[config.mk]
export PLATFORM = sky130hd
export DESIGN_NAME = stack_ctrl
export DESIGN_NICKNAME = d
export VERILOG_FILES = /design/src/rtl/stack_ctrl_pkg.sv /design/src/rtl/stack_rd_wait.sv /design/src/rtl/stack_ctrl.sv
export SDC_FILE = /design/constraint.sdc
export NUM_CORES = 1
export LEC_CHECK = 0
export CORE_ASPECT_RATIO = 0.5
export CORE_UTILIZATION = 30
export CTS_CLUSTER_DIAMETER = 200
export DETAILED_ROUTE_END_ITERATION = 16
export GPL_ROUTABILITY_DRIVEN = 0
export PLACE_DENSITY = 0.7
export SYNTH_ARGS = -nofsm -noshare
export SYNTH_HDL_FRONTEND = slang
export SYNTH_HIERARCHICAL = 1
export SYNTH_SLANG_ARGS = --single-unit
[constraint.sdc]
create_clock -name clk -period 2 [get_ports clk]
set_input_delay 0.4 -clock clk [delete_from_list [all_inputs] [get_ports clk]]
set_output_delay 0.4 -clock clk [all_outputs]
set_load 0.02 [all_outputs]
[src/rtl/stack_ctrl_pkg.sv]
// Shared definitions for the stack controller: FSM state encoding, op codes,
// default stack bounds and the read-wait load helper.
package stack_ctrl_pkg;

   typedef enum logic [2:0] {
      StIdle,
      StPushWr,
      StPopInc,
      StPopRd,
      StPopWait,
      StDone
   } state_t;

   localparam logic OpPush = 1'b0;
   localparam logic OpPop  = 1'b1;

   localparam logic [15:0] SpTopDefault    = 16'h01FF;
   localparam logic [15:0] SpBottomDefault = 16'h0100;

   // POP_RD already covers the first read-latency cycle, so the wait counter
   // only has to cover the remaining RD_LAT-1 cycles.
   function automatic logic [1:0] rd_wait_load(input int unsigned rd_lat);
      return 2'(rd_lat - 32'd1);
   endfunction

endpackage

[src/rtl/stack_rd_wait.sv]
// RAM read-latency counter: loaded with RD_LAT-1, counts down while enabled,
// and flags done once it reaches zero.
module stack_rd_wait (
   input  logic       clk,
   input  logic       rst_n,
   input  logic       load,
   input  logic [1:0] load_val,
   input  logic       en,
   output logic       done
);

   logic [1:0] cnt;

   // Load on entry to the wait phase, then count down to zero and hold.
   always_ff @(posedge clk or negedge rst_n) begin
      if (!rst_n) begin
         cnt <= 2'd0;
      end else if (load) begin
         cnt <= load_val;
      end else if (en && (cnt != 2'd0)) begin
         cnt <= cnt - 2'd1;
      end
   end

   assign done = (cnt == 2'd0);

endmodule

[src/rtl/stack_ctrl.sv]
// Stack controller: sequences one PUSH or POP at a time onto the external
// stack pointer (INC/DEC strobes) and the data RAM, with a REQ/ACK handshake.
// Optional full/empty guarding is enabled by defining STACK_GUARD_EN.
module stack_ctrl
   import stack_ctrl_pkg::*;
#(
   parameter int unsigned DW        = 16,
   parameter logic [15:0] SP_TOP    = SpTopDefault,
   parameter logic [15:0] SP_BOTTOM = SpBottomDefault,
   parameter int unsigned RD_LAT    = 1
) (
   input  logic          clk,
   input  logic          rst_n,
   input  logic          req,
   input  logic          op,
   input  logic [DW-1:0] wdata,
   output logic          ack,
   output logic [DW-1:0] rdata,
   output logic          busy,
   output logic          sp_inc,
   output logic          sp_dec,
   input  logic [15:0]   sp_val,
   output logic [15:0]   mem_addr,
   output logic          mem_we,
   output logic          mem_re,
   output logic [DW-1:0] mem_wdata,
   input  logic [DW-1:0] mem_rdata,
   output logic          ovf,
   output logic          unf
);

   localparam logic [1:0] RdLoad = rd_wait_load(RD_LAT);

`ifdef STACK_GUARD_EN
   localparam logic GuardEn = 1'b1;
`else
   localparam logic GuardEn = 1'b0;
`endif

   state_t        state_q;
   logic [DW-1:0] wdata_q;
   logic          full;
   logic          empty;
   logic          rd_load;
   logic          rd_en;
   logic          rd_done;

   // With the guard disabled these are constant 0 and the refusal paths vanish.
   assign full  = GuardEn && (sp_val == (SP_BOTTOM - 16'd1));
   assign empty = GuardEn && (sp_val == SP_TOP);

   assign rd_load = (state_q == StPopRd);
   assign rd_en   = (state_q == StPopWait);

   stack_rd_wait u_rd_wait (
      .clk      (clk),
      .rst_n    (rst_n),
      .load     (rd_load),
      .load_val (RdLoad),
      .en       (rd_en),
      .done     (rd_done)
   );

   // Main sequencer; every strobe is registered so it aligns with its state.
   always_ff @(posedge clk or negedge rst_n) begin
      if (!rst_n) begin
         state_q <= StIdle;
         wdata_q <= '0;
         ack     <= 1'b0;
         rdata   <= '0;
         busy    <= 1'b0;
         sp_inc  <= 1'b0;
         sp_dec  <= 1'b0;
         mem_we  <= 1'b0;
         mem_re  <= 1'b0;
         ovf     <= 1'b0;
         unf     <= 1'b0;
      end else begin
         ack    <= 1'b0;
         sp_inc <= 1'b0;
         sp_dec <= 1'b0;
         mem_we <= 1'b0;
         mem_re <= 1'b0;
         unique case (state_q)
            StIdle: begin
               if (req) begin
                  wdata_q <= wdata;
                  busy    <= 1'b1;
                  ovf     <= 1'b0;
                  unf     <= 1'b0;
                  if (op == OpPush) begin
                     if (full) begin
                        ovf     <= 1'b1;
                        ack     <= 1'b1;
                        state_q <= StDone;
                     end else begin
                        mem_we  <= 1'b1;
                        sp_dec  <= 1'b1;
                        state_q <= StPushWr;
                     end
                  end else begin
                     if (empty) begin
                        unf     <= 1'b1;
                        ack     <= 1'b1;
                        state_q <= StDone;
                     end else begin
                        sp_inc  <= 1'b1;
                        state_q <= StPopInc;
                     end
                  end
               end
            end
            StPushWr: begin
               ack     <= 1'b1;
               state_q <= StDone;
            end
            StPopInc: begin
               mem_re  <= 1'b1;
               state_q <= StPopRd;
            end
            StPopRd: begin
               state_q <= StPopWait;
            end
            StPopWait: begin
               if (rd_done) begin
                  rdata   <= mem_rdata;
                  ack     <= 1'b1;
                  state_q <= StDone;
               end
            end
            StDone: begin
               busy    <= 1'b0;
               state_q <= StIdle;
            end
            default: begin
               busy    <= 1'b0;
               state_q <= StIdle;
            end
         endcase
      end
   end

   // Address tracks the live SP so the pop read sees the already-incremented value.
   assign mem_addr  = (mem_we || mem_re) ? sp_val : 16'h0000;
   assign mem_wdata = mem_we ? wdata_q : '0;

endmodule

==> qor.csv <==
stage,metric,value,unit
detailed_routing,ANT nets after route,0,
layout,Syn-to-layout area delta,66.8,%
place,Inst Count DP,342,
clock_tree,# hold bufs at CTS,0,
critical_path,CP arrival,1510,ps
logic_synthesis,Synth cell types,28,
clock_tree,CTS Sinks,42,
critical_path,CP cell instances,buf_4 > clkdlybuf4s50_1,
logic_synthesis,"Top FF cell, synth",dfrtp_1,
global_routing,antenna violations before repair,0,
clock_tree,Clock Path Buffers,2,
timing,f_max,0.523,GHz
timing,"Hold Vio Cnt, Final",0,
power,Tot Pwr,4.44,mW
layout,share of cells above drive strength 1,19.8,%
power,worst vdd ir,0.000583,V
critical_path,number of buffers and inverters on the critical path,2,
global_routing,first-pass GRT wire length,7.31,mm
timing,skew final,4.81,ps
timing,setup_tns,0,ps
clock_tree,clock latency reported for the late side of the worst-skew pair,280,ps
timing,Max transition margin,63.7,%
die,Die X,116,um
power,P_leak,1.63,nW
place,Final HPWL DP,3.56,mm
power,Sw Pwr,1.49,mW
critical_path,slowest CP cell,clkdlybuf4s50_1,
place,port buffer count,105,
layout,ANT cells,0,
die,io pins,108,
global_routing,vias in the first global route,1548,
global_routing,Overflow after GRT,0,
detailed_routing,Via Count,1491,
timing,post-layout min period,1910,ps
logic_synthesis,Syn. warnings,6,
global_routing,gr usage total,13.9,%
power,Clk pwr share,18.3,%
detailed_routing,DRT iter0 DRCs,44,
critical_path,kind of critical path,reg -> out,
clock_tree,clock slew at reported path FFs,60,ps
clock_tree,CTS tree,yes,
detailed_routing,Vias per Instance,4.25,
logic_synthesis,"Async S/R FF share, synth",100,%
die,Starting Density,31.8,%
clock_tree,Max H-tree Level,2,
timing,final worst slack,89.0,ps
global_routing,pin count of the biggest net entering global routing,43,
flow_run,max-cap violation count,0,
logic_synthesis,Mapped Cells,151,
logic_synthesis,syn_area_per_cell,13.0,sq um
power,sw frac,33.7,%
die,die boundary height,59.2,um
detailed_routing,# DRC,0,
status,status,completed,
critical_path,R2R depth,5,
critical_path,worst path required time,1600,ps
die,Core Box Area,0.00618,sq mm
die,die area,0.00689,sq mm
timing,final setup fails,0,
clock_tree,CTS root buffer,clkbuf_16,
logic_synthesis,register area share after synthesis,53.5,%
critical_path,crit-path leading delay family,buffers and inverters,
detailed_routing,wire length per cell,13.5,um
power,cell area power density,1360,mW/mm^2
worst_hold_path,Hold Crit Class,in -> async,
die,Site Rows,20,
timing,RSZ-0062 raised after global routing,no,
timing,max-slew violations,0,
place,DP Worst Slack,-169,ps
critical_path,crit-path max cell delay,630,ps
clock_tree,Num CTS Buffers,5,
critical_path,critical path depth,2,
layout,Layout Nets,315,
critical_path,critical path endpoint category,output port,
critical_path,CP Launch Type,flop,
logic_synthesis,Seq cells post-synth,42,
detailed_routing,First-pass DRT Iterations,4,
timing,measured slew at the worst slew-check pin,545,ps
power,Flop pwr share,34.1,%
detailed_routing,final WL,4.74,mm
logic_synthesis,Synth Cell Area,0.00196,sq mm
timing,final period utilization,95.5,%
layout,Finished Layout Cells,351,
power,internal power,2.94,mW
critical_path,worst-path fanout max,18,
power,Comb power frac,47.6,%
timing,Min Hold Slack,180,ps
logic_synthesis,"EDFF count, synth",0,
[through the flow]
stage | util [%] | area, sq um
2_1_floorplan | - | 1970
3_3_place_gp | 50.2 | 3100
3_5_place_dp | 50.2 | 3100
4_1_cts | 52.6 | 3250
5_1_grt | 53.0 | 3270
6_report | 53.0 | 3270
[power by group through the flow]
| stage | combinational (mW) | sequential [mW] | clock (mW) |
|---|---|---|---|
| 2_1_floorplan | 1.09 | 1.69 | 0 |
| 3_3_place_gp | 2.11 | 1.49 | 0 |
| 3_5_place_dp | 2.16 | 1.52 | 0 |
| 4_1_cts | 2.15 | 1.51 | 0.839 |
| 5_1_grt | 2.25 | 1.57 | 0.880 |
| 6_report | 2.11 | 1.51 | 0.811 |
[cells in the final DEF, fill, tap and decap left out, drive strengths merged, types with 2 or more instances in the layout]
master / n
or4b: 2
or2b: 2
mux2: 32
conb: 4
inv: 4
dfrtp: 42
dlymetal6s2s: 9
o21ai: 2
dlygate4sd2: 23
nor2: 3
nor2b: 19
buf: 7
a21oi: 3
nand2: 4
and2: 17
clkbuf: 6
clkdlybuf4s50: 72
[state kept, by name (all words and copies together), names as in the netlist]
name and count:
rdata 16, busy 1, state_q 3, ack 1, u_rd_wait/cnt 2, wdata_q 16, mem_re 1, sp_inc 1
mem_we 1
[final cells by class]
cell class,instances,area [sq um]
Sequential cell,42,1050
Fill cell,555,2910
Tap cell,88,110
Clock buffer,6,139
Clock inverter,2,12.5
Timing Repair Buffer,111,1110
Inverter,4,15.0
Multi-Input combinational cell,98,837
[kinds of logic after synthesis]
logic type / share of synthesized area (%)
and+or+nand+nor: 17.8
DFF: 53.5
muxes: 20.3
buffers and inverters: 5.23
AOI/OAI and AO/OA: 2.36
adders and majority gates: 0.637
other: 0.191
[worst paths after layout]
kind | start | to | slack (ps)
worst max register to register | u_rd_wait/cnt[0]$_DFFE_PN0P_ | rdata[1]$_DFFE_PN0P_ | 450
max in group asynchronous | rst_n | sp_inc$_DFF_PN0_ | 1430
worst max-delay path | mem_we$_DFF_PN0_ | mem_we | 90
min in group clk | wdata_q[15]$_DFFE_PN0P_ | wdata_q[15]$_DFFE_PN0P_ | 500
worst min-delay path | rst_n | wdata_q[12]$_DFFE_PN0P_ | 180
worst min register to register | wdata_q[15]$_DFFE_PN0P_ | wdata_q[15]$_DFFE_PN0P_ | 500
[repair_timing]
action,4_1_cts,5_1_grt
buffers inserted,1,0
cloned,0,0
gates resized for setup,25,9
setup endpoints to repair,17,9
pin swaps,1,0
[cell usage after synthesis (2+ instances only)]
master,count,area [sq um]
a21oi_1,3,15.0
and2_1,17,106
buf_4,5,37.5
buf_6,2,22.5
clkbuf_1,2,7.51
dfrtp_1,42,1050
inv_1,4,15.0
mux2_2,22,248
mux2_4,10,150
nand2_1,4,15.0
nor2_1,2,7.51
nor2b_1,19,119
o21ai_0,2,10.0
or2b_1,2,15.0
or4b_1,2,20.0
[metal layers]
layer / GRT usage (%) / routed length, um
met5: 0 / 0
met4: 3.30 / 25
met3: 3.07 / 154
met2: 26.8 / 2650
met1: 16.0 / 1910
(Power assumes the default switching activity.)
